===== src/rtl/lzw_pkg.sv =====
// rtl/lzw_pkg.sv - shared types and constants for the LZW job arbiter slice
package lzw_pkg;

    typedef enum logic [2:0] {
        IDLE,
        START,
        STREAM,
        DRAIN,
        ABORT
    } arb_state_t;

    localparam int BYTE_W    = 8;
    localparam int CODE_W    = 12;
    localparam int DICT_INIT = 256;

endpackage


===== src/rtl/lzw_rr_pick.sv =====
// rtl/lzw_rr_pick.sv - combinational round-robin picker
// Searches upward from ptr_i+1 with wrap-around and returns the first set request.
module lzw_rr_pick #(
    parameter int NUM_REQ = 4
) (
    input  logic [NUM_REQ-1:0]         req_i,
    input  logic [$clog2(NUM_REQ)-1:0] ptr_i,
    output logic [NUM_REQ-1:0]         grant_o,
    output logic [$clog2(NUM_REQ)-1:0] idx_o,
    output logic                       any_o
);

    localparam int IDX_W = $clog2(NUM_REQ);

    int               cand;
    logic [IDX_W-1:0] cand_idx;

    always_comb begin
        grant_o  = '0;
        idx_o    = '0;
        any_o    = 1'b0;
        cand     = 0;
        cand_idx = '0;
        for (int i = 1; i <= NUM_REQ; i++) begin
            cand     = (int'(ptr_i) + i) % NUM_REQ;
            cand_idx = IDX_W'(cand);
            if (!any_o && req_i[cand_idx]) begin
                any_o             = 1'b1;
                idx_o             = cand_idx;
                grant_o[cand_idx] = 1'b1;
            end
        end
    end

endmodule


===== src/rtl/lzw_job_arbiter.sv =====
// rtl/lzw_job_arbiter.sv - round-robin per-message arbiter feeding one LZW core
// Optional stall watchdog with ABORT state: define LZW_ARB_WATCHDOG_EN.
module lzw_job_arbiter
    import lzw_pkg::*;
#(
    parameter int NUM_REQ = 4,
    parameter int TIMEOUT = 255
) (
    input  logic                        clk_i,
    input  logic                        reset_i,
    input  logic [NUM_REQ-1:0]          req_i,
    input  logic [NUM_REQ-1:0]          byte_valid_i,
    input  logic [NUM_REQ*BYTE_W-1:0]   byte_i,
    input  logic [NUM_REQ-1:0]          byte_last_i,
    output logic [NUM_REQ-1:0]          byte_ready_o,
    output logic [NUM_REQ-1:0]          grant_o,
    output logic [NUM_REQ-1:0]          err_o,
    output logic                        core_start_o,
    output logic                        core_valid_o,
    output logic [BYTE_W-1:0]           core_byte_o,
    output logic                        core_last_o,
    input  logic                        core_ready_i,
    input  logic                        core_done_i,
    output logic                        core_abort_o,
    output logic [$clog2(NUM_REQ)-1:0]  owner_o,
    output logic                        busy_o
);

    localparam int IDX_W = $clog2(NUM_REQ);

    if (NUM_REQ < 2 || NUM_REQ > 16 || TIMEOUT < 1 || TIMEOUT > 255) begin : g_param_check
        $error("lzw_job_arbiter: NUM_REQ or TIMEOUT out of range");
    end

    arb_state_t         state_q, state_d;
    logic [IDX_W-1:0]   owner_q, owner_d;
    logic [NUM_REQ-1:0] grant_q, grant_d;
    logic [IDX_W-1:0]   rr_ptr_q, rr_ptr_d;

    logic [NUM_REQ-1:0] pick_onehot;
    logic [IDX_W-1:0]   pick_idx;
    logic               pick_any;

    logic [BYTE_W-1:0]  byte_arr [NUM_REQ];
    logic               own_valid;
    logic               own_last;
    logic [BYTE_W-1:0]  own_byte;
    logic               stall_hit;

    lzw_rr_pick #(
        .NUM_REQ (NUM_REQ)
    ) u_pick (
        .req_i   (req_i),
        .ptr_i   (rr_ptr_q),
        .grant_o (pick_onehot),
        .idx_o   (pick_idx),
        .any_o   (pick_any)
    );

    for (genvar g = 0; g < NUM_REQ; g++) begin : g_bytes
        assign byte_arr[g] = byte_i[g*BYTE_W +: BYTE_W];
    end

    assign own_valid = byte_valid_i[owner_q];
    assign own_last  = byte_last_i[owner_q];
    assign own_byte  = byte_arr[owner_q];

`ifdef LZW_ARB_WATCHDOG_EN
    localparam logic [7:0] TIMEOUT_C = 8'(TIMEOUT);

    logic [7:0] stall_q, stall_d;

    // Only a silent owner counts; back-pressure from the core is not a stall.
    always_comb begin
        stall_d   = '0;
        stall_hit = 1'b0;
        if (state_q == STREAM) begin
            stall_d = stall_q;
            if (own_valid && core_ready_i) begin
                stall_d = '0;
            end else if (!own_valid) begin
                stall_d   = stall_q + 8'd1;
                stall_hit = (stall_d == TIMEOUT_C);
            end
        end
    end

    always_ff @(posedge clk_i or posedge reset_i) begin
        if (reset_i) begin
            stall_q <= '0;
        end else begin
            stall_q <= stall_d;
        end
    end
`else
    assign stall_hit = 1'b0;
`endif

    always_comb begin
        state_d      = state_q;
        owner_d      = owner_q;
        grant_d      = grant_q;
        rr_ptr_d     = rr_ptr_q;
        byte_ready_o = '0;
        err_o        = '0;
        core_start_o = 1'b0;
        core_valid_o = 1'b0;
        core_byte_o  = '0;
        core_last_o  = 1'b0;
        core_abort_o = 1'b0;
        case (state_q)
            IDLE: begin
                if (pick_any) begin
                    state_d = START;
                    owner_d = pick_idx;
                    grant_d = pick_onehot;
                end
            end
            START: begin
                core_start_o = 1'b1;
                state_d      = STREAM;
            end
            STREAM: begin
                core_valid_o          = own_valid;
                core_byte_o           = own_byte;
                core_last_o           = own_last;
                byte_ready_o[owner_q] = core_ready_i;
                if (own_valid && core_ready_i && own_last) begin
                    state_d = DRAIN;
                end else if (stall_hit) begin
                    state_d = ABORT;
                end
            end
            DRAIN: begin
                if (core_done_i) begin
                    state_d  = IDLE;
                    rr_ptr_d = owner_q;
                    grant_d  = '0;
                end
            end
`ifdef LZW_ARB_WATCHDOG_EN
            ABORT: begin
                core_abort_o = 1'b1;
                err_o        = grant_q;
                state_d      = IDLE;
                rr_ptr_d     = owner_q;
                grant_d      = '0;
            end
`endif
            default: begin
                state_d = IDLE;
                grant_d = '0;
            end
        endcase
    end

    always_ff @(posedge clk_i or posedge reset_i) begin
        if (reset_i) begin
            state_q  <= IDLE;
            owner_q  <= '0;
            grant_q  <= '0;
            rr_ptr_q <= IDX_W'(NUM_REQ - 1);
        end else begin
            state_q  <= state_d;
            owner_q  <= owner_d;
            grant_q  <= grant_d;
            rr_ptr_q <= rr_ptr_d;
        end
    end

    assign grant_o = grant_q;
    assign owner_o = owner_q;
    assign busy_o  = (state_q != IDLE);

endmodule


===== config.mk =====
export PLATFORM = sky130hd
export DESIGN_NAME = lzw_job_arbiter
export DESIGN_NICKNAME = d
export VERILOG_FILES = /design/src/rtl/lzw_pkg.sv /design/src/rtl/lzw_rr_pick.sv /design/src/rtl/lzw_job_arbiter.sv
export SDC_FILE = /design/constraint.sdc
export NUM_CORES = 1
export LEC_CHECK = 0
export ABC_AREA = 1
export ABC_CLOCK_PERIOD_IN_PS = 2000
export CORE_ASPECT_RATIO = 0.8
export CORE_MARGIN = 8
export CORE_UTILIZATION = 40
export DETAILED_ROUTE_END_ITERATION = 10
export DONT_BUFFER_PORTS = 1
export SLEW_MARGIN = 20
export SYNTH_ARGS = -nofsm -noshare
export SYNTH_HDL_FRONTEND = slang
export SYNTH_SLANG_ARGS = --single-unit

===== constraint.sdc =====
create_clock -name clk_i -period 2 [get_ports clk_i]
set_input_delay 0.4 -clock clk_i [delete_from_list [all_inputs] [get_ports clk_i]]
set_output_delay 0.4 -clock clk_i [all_outputs]
set_load 0.05 [all_outputs]

; Word-level counts from Yosys, hierarchy flattened
; Index checks and enable logic that the tools add are counted.
[op_classes]
bitwise = 6
n_eq_ne = 6
addsub = 4
magnitude_cmp = 11
mux = 49
reduce_logical = 20
[op_table]
columns = op, count
row1 = 4-bit two-way mux, 7
row2 = 8-bit two-way mux, 3
row3 = 1-bit two-way mux, 18
row4 = 8-bit binary-select mux with 2-bit select, 1
row5 = 2-bit by 3-bit less-than comparator with 1-bit output (second input constant), 5
row6 = 1-bit binary-select mux with 2-bit select, 6
row7 = 4-bit bitwise OR, 3
row8 = 3-bit case mux with 4 select lines, 1
row9 = 4-bit case mux with 3 select lines, 1
row10 = 1-bit demux with 2-bit select, 5
row11 = 2-bit by 1-bit >= comparator with 1-bit output (second input constant), 5
row12 = 1-bit logical AND, 10
row13 = 3-bit two-way mux, 3
row14 = 2-bit two-way mux, 4
row15 = 3-bit by 2-bit == test with 1-bit output (second input constant), 2
row16 = 2-bit != test (second input constant), 3
row17 = 3-bit AND reduction, 2
row18 = 2-bit by 1-bit adder with 2-bit output (second input constant), 2
row19 = 2-bit adder (second input constant), 2
row20 = 4-bit bitwise AND, 1
row21 = 2-bit AND reduction, 2
row22 = 3-bit by 1-bit == test with 1-bit output (second input constant), 1
row23 = 3-bit >= comparator (second input constant), 1
row24 = 1-bit logical NOT, 3
row25 = 5 further kinds, 5
[word_totals]
output_inout_bits = 27
regBits = 11
in_bits = 48
word_cells = 100

; Longest topological paths before layout
; Gate-level depths: netlist of the first run.
[depth]
depth_word = 15
ltp_mapped = 11
depth_no_buf = 11

; Modules after synthesis
; From an unflattened synthesis of the first run, not the netlist that was laid out.
[hier_totals]
hier_cells = 213
hier_area_um2 = 1395.1
[by_module_without_submodules]
columns = module, area_each_um2, instances, cells_per_inst, seq_area_each_um2
row1 = lzw_job_arbiter, 937.1, 1, 139, 252.7
row2 = lzw_rr_pick, 457.9, 1, 74, 0.0

; Worst setup path after synthesis of the first run
; Ideal clock, no wire load.
[synth_path]
path_kind = reg-to-output
startpoint = register owner_q[1] (netlist: owner_o[1])
endpoint = output core_byte_o[0]
path_buffers = 3
setup_slack_ns = -0.657
path_stages_with_launch = 6
t_arrival_ns = 2.257
required_ns = 1.600
path_cell_list = dfrtp_1 -> buf_2 -> buf_2 -> buf_2 -> nand3_1 -> a31oi_1
[synth_via]
elab_chain_len = 5
[synth_lines]
columns = element, line
row1 = from (decl), lzw_job_arbiter.sv:36  ; logic [IDX_W-1:0] owner_q, owner_d;
row2 = from (signal assigned), lzw_job_arbiter.sv:165  ; owner_q <= owner_d;
row3 = 2-bit NOT with 3-bit output (not written as such), lzw_job_arbiter.sv:66  ; assign own_byte = byte_arr[owner_q];
row4 = 8-bit binary-select mux with 2-bit select, lzw_job_arbiter.sv:66
row5 = 8-bit two-way mux (not written as such) (2 in series), lzw_job_arbiter.sv:66
row6 = 8-bit two-way mux, lzw_job_arbiter.sv:111  ; case (state_q)
row7 = to (decl), lzw_job_arbiter.sv:20  ; output logic [BYTE_W-1:0] core_byte_o,
; No other way between the ends. The select of a mux whose other input is x is not followed.

; Final worst setup path of the first run
[layout_path]
startpoint = register owner_q[0] (netlist: owner_o[0])
endpoint = output core_byte_o[7]
; The elaborated chain is that of the path after synthesis.

==> impl_results.md, run 1 <==
- Status: complete, no violations
- Design Power: 3.90 mW
- Largest family of logic cells by synthesized area: simple AND/OR/NAND/NOR gates
- Grt met1 use: 17.3%
- Period minus WS final: 1.94 ns
- Critical path type: reg2out
- Placed cell count: 264
- First-pass GRT wire length: 6630 µm
- Total CTS buffers: 3
- Vias in the first global route: 1483
- PwrDens: 2000 mW/mm²
- Crit start category: flop
- CTS H-tree depth: 1
- CP max-delay cell: dfrtp_2
- Launch point of the worst reg-to-reg path: rr_ptr_q[0]
- Antenna Diode Count: 0
- Grt ovf: 0
- Core ar.: 0.00335 mm²
- Cell Chain, Critical Path: inv_4, nor2_4, a22oi_1, a31oi_4, buf_12
- Non-filler cells, final: 271
- Most common cell after layout, fill and taps aside: nand2_1
- Busiest grt layer: met2
- Die area: 0.00553 mm²
- Grt met3 use: 7.22%
- Critical path endpoint category: output pin
- Clk_lat worst skew: 0.24 ns
- Xor and xnor area share after synthesis: 0%
- RSZ-0062 raised after global routing: true
- Most frequent cells in the layout: nand2_1, nand3_1, inv_1
- Via-to-Cell Ratio: 5.49
- Total iterations of the first detailed-routing run: 4
- VDD IR-drop max: 0.000964 V
- Post-synthesis mux area share: 0%
- Achievable Freq: 515 MHz
- Routed wire length: 4230 µm
- Port Buffer Count: 0
- Hold Crit Class: in2async
- Syn_area_per_cell: 6.53 µm²
- #FFs+latches synth: 10
- Synth unique cells: 27
- Crit path largest cell delay: 0.44 ns
- Setup slack, reg-to-reg: 0.16 ns
- # DRC: 0
- Post-Synth Adder-Cell Area: 11.0%
- Drt initial violations: 95
- Cell area after synthesis: 0.00136 mm²
- Ports: 75
- Worst-case reg-to-reg path depth: 10
- Dpl hpwl: 3620 µm
- CTS clk-pin slew, worst paths: 0.05 ns
- Max cap viols: 0
- Nets: 290
- Clk root buf: clkbuf_8
- Met2 usage: 25.0%
- Setup crit end: core_byte_o[7]
- Clock Skew: 0.00661 ns
- Final worst path period share: 97.1%
- Slew Viols, Final: 0
- Crit path max fanout: 15
- Pleak: 0.869 nW
- Syn Inst Count: 208
- Crit Reg-Reg Endpoint: grant_o[2]
- Detailed-route via count: 1488
- Simple-gate portion of the synthesized area: 43.4%
- CTS Buffer Depth: 2
- Initial antenna violation count: 0
- Initial core utilization: 40.5%
- Compound-gate portion of the synthesized area: 16.5%
- TritonCTS clock tree: built
- GRT Overall Usage: 14.8%
- Die width: 81.2 µm
- Hold-fix buffers, CTS: 0
- Share of cells above drive strength 1: 31.9%
- Fillcell total: 311
- Placer congestion estimate: 0.886
- Sequential area share after synthesis: 18.6%
- Site Rows: 19
- Clock sink total: 10
- Main area contributors after synthesis: nand2_1, dfrtp_1, nand3_1
- Area Overhead vs Synth: 43.1%
- CP Data Arrival Time: 1.54 ns
- Ys Warns: 0
- Largest area contributor in the netlist: nand2_1
- Pin count of the biggest net entering global routing: 20
- WL per Instance: 15.6 µm
- Final hold violation count: 0
- Number of antenna-violating nets in the routed design: 0
- Setup violators final: 0
- CP startpoint: owner_o[0]
- Crit path required time: 1.60 ns
- Area share of the largest cell type after synthesis: 16.0%
- Die Ht: 68.1 µm
-- cells in the mapped netlist, drive strengths merged --
cell type  instances
nand3b             1
nor2              11
nand2             65
nand4              7
a21oi              6
conb               1
nand3             34
clkbuf             3
a22oi              8
inv               20
nor3               4
a21boi             4
o21ai              5
ha                12
a31oi              9
dfstp              2
dfrtp              8
buf                8
-- kinds of logic after synthesis --
group | count (synthesis)
adders and majority gates | 12
and+or+nand+nor | 122
buffers and inverters | 31
DFF | 10
AOI/OAI and AO/OA | 32
other | 1
-- metal layers --
layer | wire, µm | share of wire [%]
met5 | 0 | 0
met4 | 6 | 0.14
met3 | 470 | 11
met2 | 2040 | 48
met1 | 1720 | 41
-- through the flow --
stage                     hold WS (ns)  utilization, %  worst slack [ns]  TNS (ns)  cell area (µm²)
after detailed placement         0.296            54.4             0.177         0             1820
after global placement           0.282            54.4             0.220         0             1820
after CTS                       0.0357            56.7           0.00311         0             1900
after global routing            0.0666            58.0           -0.0279   -0.0753             1940
final                           0.0352            58.0            0.0581         0             1940
after floorplan                  0.239               -            0.0172         0             1550
-- flip-flops by register name (all words and copies together) (netlist names) --
name,cells
rr_ptr_q,2
state_q,2
grant_o,4
owner_o,2
-- where the power goes --
part / internal, mW / switching (mW)
clock: 0.173 / 0.0824
combinational: 1.11 / 2.00
sequential: 0.313 / 0.221
-- final cells by class --
| class | count | area, µm² | share of cell area, % |
|---|---|---|---|
| multi-input cells | 171 | 1160 | 59.8 |
| repair buffers | 24 | 342 | 17.6 |
| flip-flops and latches | 10 | 255 | 13.1 |
| inverters | 20 | 77.6 | 3.99 |
| clock buffers | 4 | 55.1 | 2.83 |
| well taps | 42 | 52.6 | 2.70 |
-- what timing repair did --
action                     4_1_cts  5_1_grt
setup endpoints to repair        9       11
gates resized for setup          6        6
buffers inserted                 0        3
pin swaps                        0        1
-- critical path: cells and delay by family (launching register included) --
kind,cells,cell delay (ns)
buf+inv,2,0.34
simple gates,1,0.10
compound gates,2,0.42
flops,1,0.44
-- worst min path at each step --
stage / slack, ns / startpoint / cells after the start / end
finish: 0.04 / reset_i / 1 / grant_o[3]
global route: 0.07 / reset_i / 1 / grant_o[2]
CTS: 0.04 / reset_i / 1 / grant_o[2]
detailed placement: 0.30 / reset_i / 1 / grant_o[2]
global placement: 0.28 / reset_i / 1 / grant_o[2]
floorplan: 0.24 / reset_i / 1 / grant_o[0]
Power figures use the tool's default switching activity.
==> run 2, diff against run 1 <==
--- a/config.mk
+++ b/config.mk
@@ -9,9 +9,10 @@
 export ABC_CLOCK_PERIOD_IN_PS = 2000
 export CORE_ASPECT_RATIO = 0.8
 export CORE_MARGIN = 8
-export CORE_UTILIZATION = 40
+export CORE_UTILIZATION = 55
 export DETAILED_ROUTE_END_ITERATION = 10
 export DONT_BUFFER_PORTS = 1
+export PLACE_DENSITY = 0.7
 export SLEW_MARGIN = 20
 export SYNTH_ARGS = -nofsm -noshare
 export SYNTH_HDL_FRONTEND = slang
==> impl_results.md, run 2 (synthesis results as in run 1) <==
- Nets: 299 (+3.1%)
- Critical path endpoint category: output pin
- CTS H-tree depth: 1 (unchanged)
- Largest register FFs: 4 (unchanged)
- Clk root buf: clkbuf_4
- Status: complete, but fails checks
- Drt initial violations: 107 (+13%)
- Clk_lat worst skew: 0.28 ns (+0.04 ns)
- Most frequent cells in the layout: nand2_1, nand3_1, buf_12, buf_4, inv_1
- Final core occ: 84.2% (+26 points)
- CTS Buffer Depth: 2 (unchanged)
- Pleak: 0.906 nW (+4.2%)
- Critical path type: reg2out
- VDD IR-drop max: 0.00105 V (+9.2%)
- Placed cell count: 250 (-5.3%)
- GRT Overall Usage: 20.6% (+5.8 points)
- Core ar.: 0.00240 mm² (-28%)
- WL per Instance: 18.9 µm (+21%)
- TritonCTS clock tree: built
- Achievable Freq: 490 MHz (-4.9%)
- Grt ovf: 0 (unchanged)
- Slew Viols, Final: 0 (unchanged)
- Setup violators final: 3 (+3)
- Crit start category: flop
- Port Buffer Count: 0 (unchanged)
- Vias in the first global route: 1594 (+7.5%)
- Pin count of the biggest net entering global routing: 16 (-20%)
- Max cap viols: 0 (unchanged)
- Die Ht: 60.5 µm (-11%)
- Die width: 71.6 µm (-12%)
- Launch point of the worst reg-to-reg path: rr_ptr_q[0]
- CP Data Arrival Time: 1.64 ns (+0.10 ns)
- Clock sink total: 10 (unchanged)
- Area Overhead vs Synth: 48.9%
- # DRC: 0 (unchanged)
- Via-to-Cell Ratio: 6.12 (+11%)
- CP startpoint: owner_o[0]
- Hold Crit Class: in2reg
- Total iterations of the first detailed-routing run: 5 (+1)
- RSZ-0062 raised after global routing: true
- Period minus WS final: 2.04 ns (+0.0994 ns)
- Crit path required time: 1.60 ns (about the same)
- Setup WS post-layout: -0.0412 ns (-0.0994 ns)
- Violated checks: setup timing
- HP Start: core_done_i
- Site Rows: 16 (-3)
- PwrDens: 2070 mW/mm² (+3.1%)
- Number of antenna-violating nets in the routed design: 0 (unchanged)
- First-pass GRT wire length: 7000 µm (+5.6%)
- Dpl hpwl: 3630 µm (+0.25%)
- Final worst path period share: 102% (+5.0 points)
- Placer congestion estimate: 0.986 (+11%)
- Crit path max fanout: 16 (+1)
- Clock Skew: 0.00799 ns (+0.00139 ns)
- Die area: 0.00433 mm² (-22%)
- Non-filler cells, final: 265 (-2.2%)
- Ports: 75 (unchanged)
- Share of cells above drive strength 1: 35.7% (+3.8 points)
- Routed wire length: 5010 µm (+18%)
- Antenna Diode Count: 0 (unchanged)
- Initial core utilization: 56.6% (+16 points)
- CTS clk-pin slew, worst paths: 0.07 ns (+0.02 ns)
- Placement Setup Slack: 0.0699 ns (-0.108 ns)
- Total CTS buffers: 3 (unchanged)
- Most common cell after layout, fill and taps aside: nand2_1
- Detailed-route via count: 1621 (+8.9%)
- Initial antenna violation count: 0 (unchanged)
- Final hold violation count: 0 (unchanged)
## run 2: changes by cell type in the layout (fill, tap and decap cells not counted), moves of 2 or more
| cell | delta |
|---|---|
| buf_4 | +3 |
| nor2_4 | +2 |
| clkbuf_8 | -4 |
| clkbuf_4 | +3 |
| buf_6 | +2 |
## run 2: worst paths after layout
path                                   to  slack [ns]  cells after the start
min                           rr_ptr_q[0]        0.38                      2
max in group asynchronous     rr_ptr_q[0]        1.15                      2
max reg2reg                    owner_o[0]        0.06                     11
max                        core_byte_o[1]       -0.04                      5
min reg2reg                    state_q[1]        0.54                      2
min in group asynchronous      state_q[1]        0.54                      2
## run 2: what timing repair did
action / CTS / global route
hold buffers: 1 / 0
gates cloned: 0 / 2
gates resized for setup: 8 / 17
buffers inserted: 1 / 7
hold endpoints to repair: 8 / 0
pin swaps: 0 / 7
setup endpoints to repair: 9 / 19
## run 2: final cells by class
| class | instances | area [µm²] |
|---|---|---|
| clock buffers | 4 | 26.3 |
| fillers | 146 | 379 |
| inverters | 20 | 80.1 |
| multi-input cells | 173 | 1210 |
| flip-flops and latches | 10 | 258 |
| well taps | 27 | 33.8 |
| repair buffers | 31 | 417 |
## run 2: critical path: stages, from the launching register on
cell     delay, ns
dfrtp_2       0.49
inv_6         0.18
nor2_4        0.08
a22oi_1       0.28
a31oi_4       0.15
buf_12        0.17
## run 2: where the power goes
part | internal [mW] | switching, mW | total [mW]
logic | 1.28 | 2.22 | 3.50
registers | 0.317 | 0.213 | 0.530
clock network | 0.0774 | 0.0740 | 0.151
total | 1.67 | 2.51 | 4.18
## run 2: routing by layer
| metal | share of wire (%) | track usage [%] | wire [µm] |
|---|---|---|---|
| met3 | 9.6 | 6.93 | 482 |
| met1 | 38 | 22.5 | 1890 |
| met5 | 0 | 0 | 0 |
| met2 | 50 | 35.9 | 2500 |
| met4 | 2.7 | 9.86 | 133 |
## run 2: metrics by stage
step	hold WS (ns)	total power [mW]	TNS, ns	cell area [µm²]
after global routing	0.370	4.43	-0.579	2020
after CTS	0.339	3.83	-0.0100	1890
final	0.380	4.18	-0.0915	2020
after floorplan	0.239	2.72	0	1550
after detailed placement	0.282	3.60	0	1820
after global placement	0.277	3.46	0	1820
==> run 3, diff against run 2 <==
--- a/config.mk
+++ b/config.mk
@@ -6,13 +6,12 @@
 export NUM_CORES = 1
 export LEC_CHECK = 0
 export ABC_AREA = 1
-export ABC_CLOCK_PERIOD_IN_PS = 2000
+export ABC_CLOCK_PERIOD_IN_PS = 2130
 export CORE_ASPECT_RATIO = 0.8
 export CORE_MARGIN = 8
-export CORE_UTILIZATION = 55
+export CORE_UTILIZATION = 42
 export DETAILED_ROUTE_END_ITERATION = 10
 export DONT_BUFFER_PORTS = 1
-export PLACE_DENSITY = 0.7
 export SLEW_MARGIN = 20
 export SYNTH_ARGS = -nofsm -noshare
 export SYNTH_HDL_FRONTEND = slang
==> constraint.sdc (replaced) <==
create_clock -name clk_i -period 2.13 [get_ports clk_i]
set_input_delay 0.426 -clock clk_i [delete_from_list [all_inputs] [get_ports clk_i]]
set_output_delay 0.426 -clock clk_i [all_outputs]
set_load 0.05 [all_outputs]
==> impl_results.md, run 3 (synthesis results as in run 1) <==
- Grt ovf: 0 (unchanged)
- CP max-delay cell: dfrtp_4
- WL per Instance: 15.6 µm (-17%)
- Pin count of the biggest net entering global routing: 16 (unchanged)
- Non-Filler Cell Area, Final: 0.00180 mm² (-11%)
- Detailed-route via count: 1481 (-8.6%)
- Clk root buf: clkbuf_8
- Crit start category: flop
- Crit path required time: 1.70 ns (+0.10 ns)
- Core ar.: 0.00309 mm² (+28%)
- CTS H-tree depth: 1 (unchanged)
- Final worst path period share: 94.8%
- Antenna Diode Count: 0 (unchanged)
- Clk_lat worst skew: 0.23 ns (-0.05 ns)
- Clock sink total: 10 (unchanged)
- Power share of the sequential group: 15.6% (+2.9 points)
- Worst-case reg-to-reg path depth: 10 (-1)
- Total CTS buffers: 3 (unchanged)
- Final hold violation count: 0 (unchanged)
- Combinational Power Share: 77.7% (-6.0 points)
- Clock power frac: 6.8% (+3.2 points)
- Crit path max fanout: 16 (unchanged)
- Port Buffer Count: 0 (unchanged)
- Achievable Freq: 495 MHz
- Placer congestion estimate: 0.887 (-10%)
- First-pass GRT wire length: 6300 µm (-10%)
- Max cap viols: 0 (unchanged)
- Area Overhead vs Synth: 32.1%
- Number of antenna-violating nets in the routed design: 0 (unchanged)
- Net Sw Power: 2.05 mW (-18%)
- Dpl hpwl: 3470 µm (-4.3%)
- Share of cells above drive strength 1: 29.2% (-6.5 points)
- PwrDens: 1910 mW/mm² (-7.8%)
- TritonCTS clock tree: built
- Nets: 287 (-4.0%)
- CTS clk-pin slew, worst paths: 0.05 ns (-0.02 ns)
- Largest register FFs: 4 (unchanged)
- Slew Viols, Final: 0 (unchanged)
- Placement Setup Slack: 0.235 ns (+0.165 ns)
- Site Rows: 18 (+2)
- Period minus WS final: 2.02 ns
- RSZ-0062 raised after global routing: false
- Initial antenna violation count: 0 (unchanged)
- CTS Buffer Depth: 2 (unchanged)
- Ports: 75 (unchanged)
- Post-CTS Setup Bufs: 0 (-1)
- Clock Skew: 0.00661 ns (-0.00139 ns)
- Status: complete, no violations
- Setup slack, reg-to-reg: 0.21 ns (+0.15 ns)
- Launch point of the worst reg-to-reg path: rr_ptr_q[0]
- Drt initial violations: 121 (+13%)
- Sw frac: 60.0% (about the same)
- Most frequent cells in the layout: nand2_1, nand3_1, inv_1
- Dpl cell area: 0.00172 mm² (-6.0%)
- Routed wire length: 4160 µm (-17%)
- Pint: 1.37 mW (-18%)
- Non-filler cells, final: 266 (+0.38%)
- Design Power: 3.42 mW (-18%)
- Cell Chain, Critical Path: buf_6, nand3_1, a31oi_2, buf_12
- Die width: 79.6 µm (+11%)
- Critical path type: reg2out
- CP Data Arrival Time: 1.59 ns (-0.05 ns)
- Hold Crit Class: in2async
- Via-to-Cell Ratio: 5.57 (-9.0%)
- Vias in the first global route: 1460 (-8.4%)
- Critical path endpoint category: output pin
- Setup violators final: 0 (-3)
- Most common cell after layout, fill and taps aside: nand2_1
- Placed cell count: 261 (+4.4%)
- Die area: 0.00532 mm² (+23%)
- Setup WS post-layout: 0.112 ns (+0.153 ns)
- Initial core utilization: 44.0% (-13 points)
- # DRC: 0 (unchanged)
- VDD IR-drop max: 0.000786 V (-25%)
- Total iterations of the first detailed-routing run: 4 (-1)
- Crit path largest cell delay: 0.54 ns (+0.05 ns)
- GRT Overall Usage: 14.5% (-6.2 points)
- Die Ht: 66.9 µm (+11%)
- Crit Reg-Reg Endpoint: grant_o[1]
- Pleak: 0.834 nW (-8.0%)
-- run 3: cell count changes in the layout (fill, tap and decap cells not counted), moves of 2 or more --
cell      delta
buf_12       -4
ha_1         +2
buf_4        -4
a31oi_4      -6
clkbuf_8     +4
a22oi_1      +2
a31oi_2      +6
nor3_2       +3
nor3_4       -3
nor2_4       -2
inv_2        -2
a22oi_2      -2
clkbuf_4     -3
inv_1        +2
-- run 3: critical path: cells and delay by family (launching register included) --
family                 cells  cell delay [ns]
AND/OR/NAND/NOR            1             0.13
flip-flops                 1             0.54
buffers and inverters      2             0.42
AO/OA/AOI/OAI              1             0.26
-- run 3: power by group through the flow --
stage | clock [mW] | sequential [mW] | combinational, mW
finish | 0.231 | 0.533 | 2.66
CTS | 0.238 | 0.512 | 2.63
detailed placement | 0 | 0.511 | 2.62
global placement | 0 | 0.505 | 2.55
global route | 0.253 | 0.551 | 2.88
floorplan | 0 | 0.547 | 1.87
-- run 3: how the worst max path moves through the flow --
stage                endpoint       start  slack [ns]  cells after the start
6_report       core_byte_o[1]  owner_o[1]        0.11                      4
5_1_grt        core_byte_o[5]  state_q[0]        0.01                      6
4_1_cts        core_byte_o[7]  owner_o[1]        0.02                      4
3_5_place_dp   core_byte_o[7]  owner_o[0]        0.23                      5
3_3_place_gp   core_byte_o[0]  owner_o[0]        0.32                      5
2_1_floorplan  core_byte_o[0]  owner_o[1]       -0.12                      5
-- run 3: layout make-up --
type                            instances  area [µm²]
Clock buffer                            4        55.1
Fill cell                             283        1290
Inverter                               20        77.6
Multi-Input combinational cell        172        1080
Sequential cell                        10         258
Tap cell                               40        50.0
Timing Repair Buffer                   20         270
-- run 3: stage by stage --
stage / hold WS [ns] / TNS, ns / util, %
6_report: 0.0501 / 0 / 58.2
5_1_grt: 0.0712 / 0 / 58.2
4_1_cts: 0.0567 / 0 / 57.4
3_5_place_dp: 0.311 / 0 / 55.6
3_3_place_gp: 0.304 / 0 / 55.6
2_1_floorplan: 0.265 / -0.776 / -
-- run 3: per-layer routing --
| metal | vias up | routed length [µm] | global-route usage, % |
|---|---|---|---|
| met5 | - | 0 | 0 |
| met4 | 0 | 14 | 4.15 |
| met3 | 2 | 525 | 7.12 |
| met2 | 75 | 1900 | 22.2 |
| met1 | 665 | 1720 | 17.3 |
| li1 | 739 | - | - |
-- run 3: what timing repair did --
action / CTS / global route
setup endpoints to repair: 8 / 10
hold buffers: 0 / 0
gates resized for setup: 1 / 6
gates cloned: 0 / 1
pin swaps: 0 / 1
==> edit, RTL diff (config.mk and constraints of run 1) <==
Set the package constant `BYTE_W` to 10 (it was 8).
--- a/src/rtl/lzw_pkg.sv
+++ b/src/rtl/lzw_pkg.sv
@@ -9,7 +9,7 @@
         ABORT
     } arb_state_t;
 
-    localparam int BYTE_W    = 8;
+    localparam int BYTE_W    = 10;
     localparam int CODE_W    = 12;
     localparam int DICT_INIT = 256;
 
Interface: changed (resized byte_i and core_byte_o); port bits go from 75 to 85. The function was not compared with the original's and may differ.
==> edit against run 1 <==
  * Routed wire length increased by 20%
  * Global-route usage increased by 1.3 points
  * Sequential cell count unchanged
  * Power increased by 15%
  * Synthesized area increased by 5.4%
  * Sequential share of layout area decreased by 1.6 points
  * Worst setup slack got worse by 0.025 ns
  * Synthesized cell count increased by 5.3%
  * Register-to-register slack improved by 0.04 ns
  * Via count increased by 9.2%
  * Cell count increased by 5.9%
  * Cell area increased by 14%
  * Sequential power decreased by 5.2%
==> edit: results <==
metrics = {
    "status": {
        "status": "finished, final reports clean",
    },
    "placement": {
        "place_area_mm2": 0.00197,
        "placed_cells": 277,
        "post-place-ws_ns": -0.0428,
        "numPortBuffers": 0,
        "gp_congestion": 0.886,
        "dpl.hpwl_um": 4080,
    },
    "floorplanning": {
        "die_area_mm2": 0.00576,
    },
    "power": {
        "ir_worst_vdd_uv": 984,
        "swShare": 0.583,
    },
    "yosys": {
        "synth_area_leaders": "nand2_1 (15%), dfrtp_1 (14%), nand3_1 (12%)",
        "synth_cell_types": 30,
        "yosysSeqAreaShare": 0.176,
        "yosys-top-cells-count": "nand2_1 (58), nand3_1 (34), inv_1 (15)",
    },
    "route": {
        "wl_met1_um": 2190,
        "routed_wl_um": 5100,
        "routed-wl-met2_um": 2460,
        "wl_met3_um": 388,
        "drt-initial-drc-count": 98,
        "vias": 1625,
    },
    "sta": {
        "setup_ws_ns": 0.0335,
        "whs_ns": 0.0339,
        "finalClockSkew_ns": 0.00108,
    },
    "final_layout": {
        "fill_cells": 285,
        "utilization": 0.645,
        "drive_gt1_frac": 0.376,
        "fin_nets": 314,
    },
    "min_path": {
        "hold_class": "primary input to async pin",
    },
    "setup_path": {
        "critPathMaxFanout": 16,
        "arrival_ns": 1.57,
        "cp-endpoint": "core_valid_o",
        "r2r_cells": 11,
        "rr_startpoint": "rr_ptr_q[1]$_DFFE_PP1P_",
        "r2r_setup_slack_ns": 0.20,
    },
    "grt": {
        "grt_pass1_wl_um": 8040,
        "grt_pass1_vias": 1650,
        "grt_max_degree": 18,
    },
}
[edit: changes by cell type after synthesis, sizes merged]
| cell | run 1 | this run |
|---|---|---|
| a22oi | 8 | 10 |
| a31oi | 9 | 11 |
| buf | 8 | 9 |
| clkbuf | 3 | 5 |
| clkinv | 0 | 1 |
| inv | 20 | 19 |
| nand3 | 34 | 38 |
[edit: layout make-up]
class,instances,share of cell area
Multi-Input combinational cell,179,0.601
Timing Repair Buffer,32,0.205
Sequential cell,10,0.116
Inverter,20,0.0346
Tap cell,42,0.0238
Clock buffer,4,0.0204
[edit: what timing repair did]
action | CTS | global route
hold buffers | 0 | 0
gates resized for setup | 22 | 11
buffers inserted | 0 | 5
gates cloned | 1 | 0
hold endpoints to repair | 0 | 0
endpoints found under the setup margin | 11 | 17
pin swaps | 0 | 4
[edit: cells by family (layout without fill, tap and decap cells)]
| kind of cell | Yosys count | after routing | share of synthesized area |
|---|---|---|---|
| compound gates | 36 | 36 | 0.176 |
| simple gates | 126 | 126 | 0.436 |
| flops | 10 | 10 | 0.176 |
| other cells | 1 | 5 | 0.00262 |
| fa+ha+maj | 12 | 12 | 0.105 |
| buf+inv | 34 | 56 | 0.105 |
[edit: power groups by stage]
stage / Clock [mW] / Combinational, mW / Sequential, mW
after CTS: 0.219 / 3.53 / 0.503
after floorplan: 0 / 2.33 / 0.576
after global routing: 0.229 / 4.04 / 0.520
final: 0.214 / 3.77 / 0.506
after detailed placement: 0 / 3.34 / 0.496
after global placement: 0 / 3.25 / 0.485
[edit: routing by layer]
| layer | global-route usage | vias up |
|---|---|---|
| li1 | - | 792 |
| met3 | 0.0587 | 4 |
| met2 | 0.272 | 68 |
| met4 | 0.0370 | 0 |
| met1 | 0.189 | 761 |
| met5 | 0 | - |
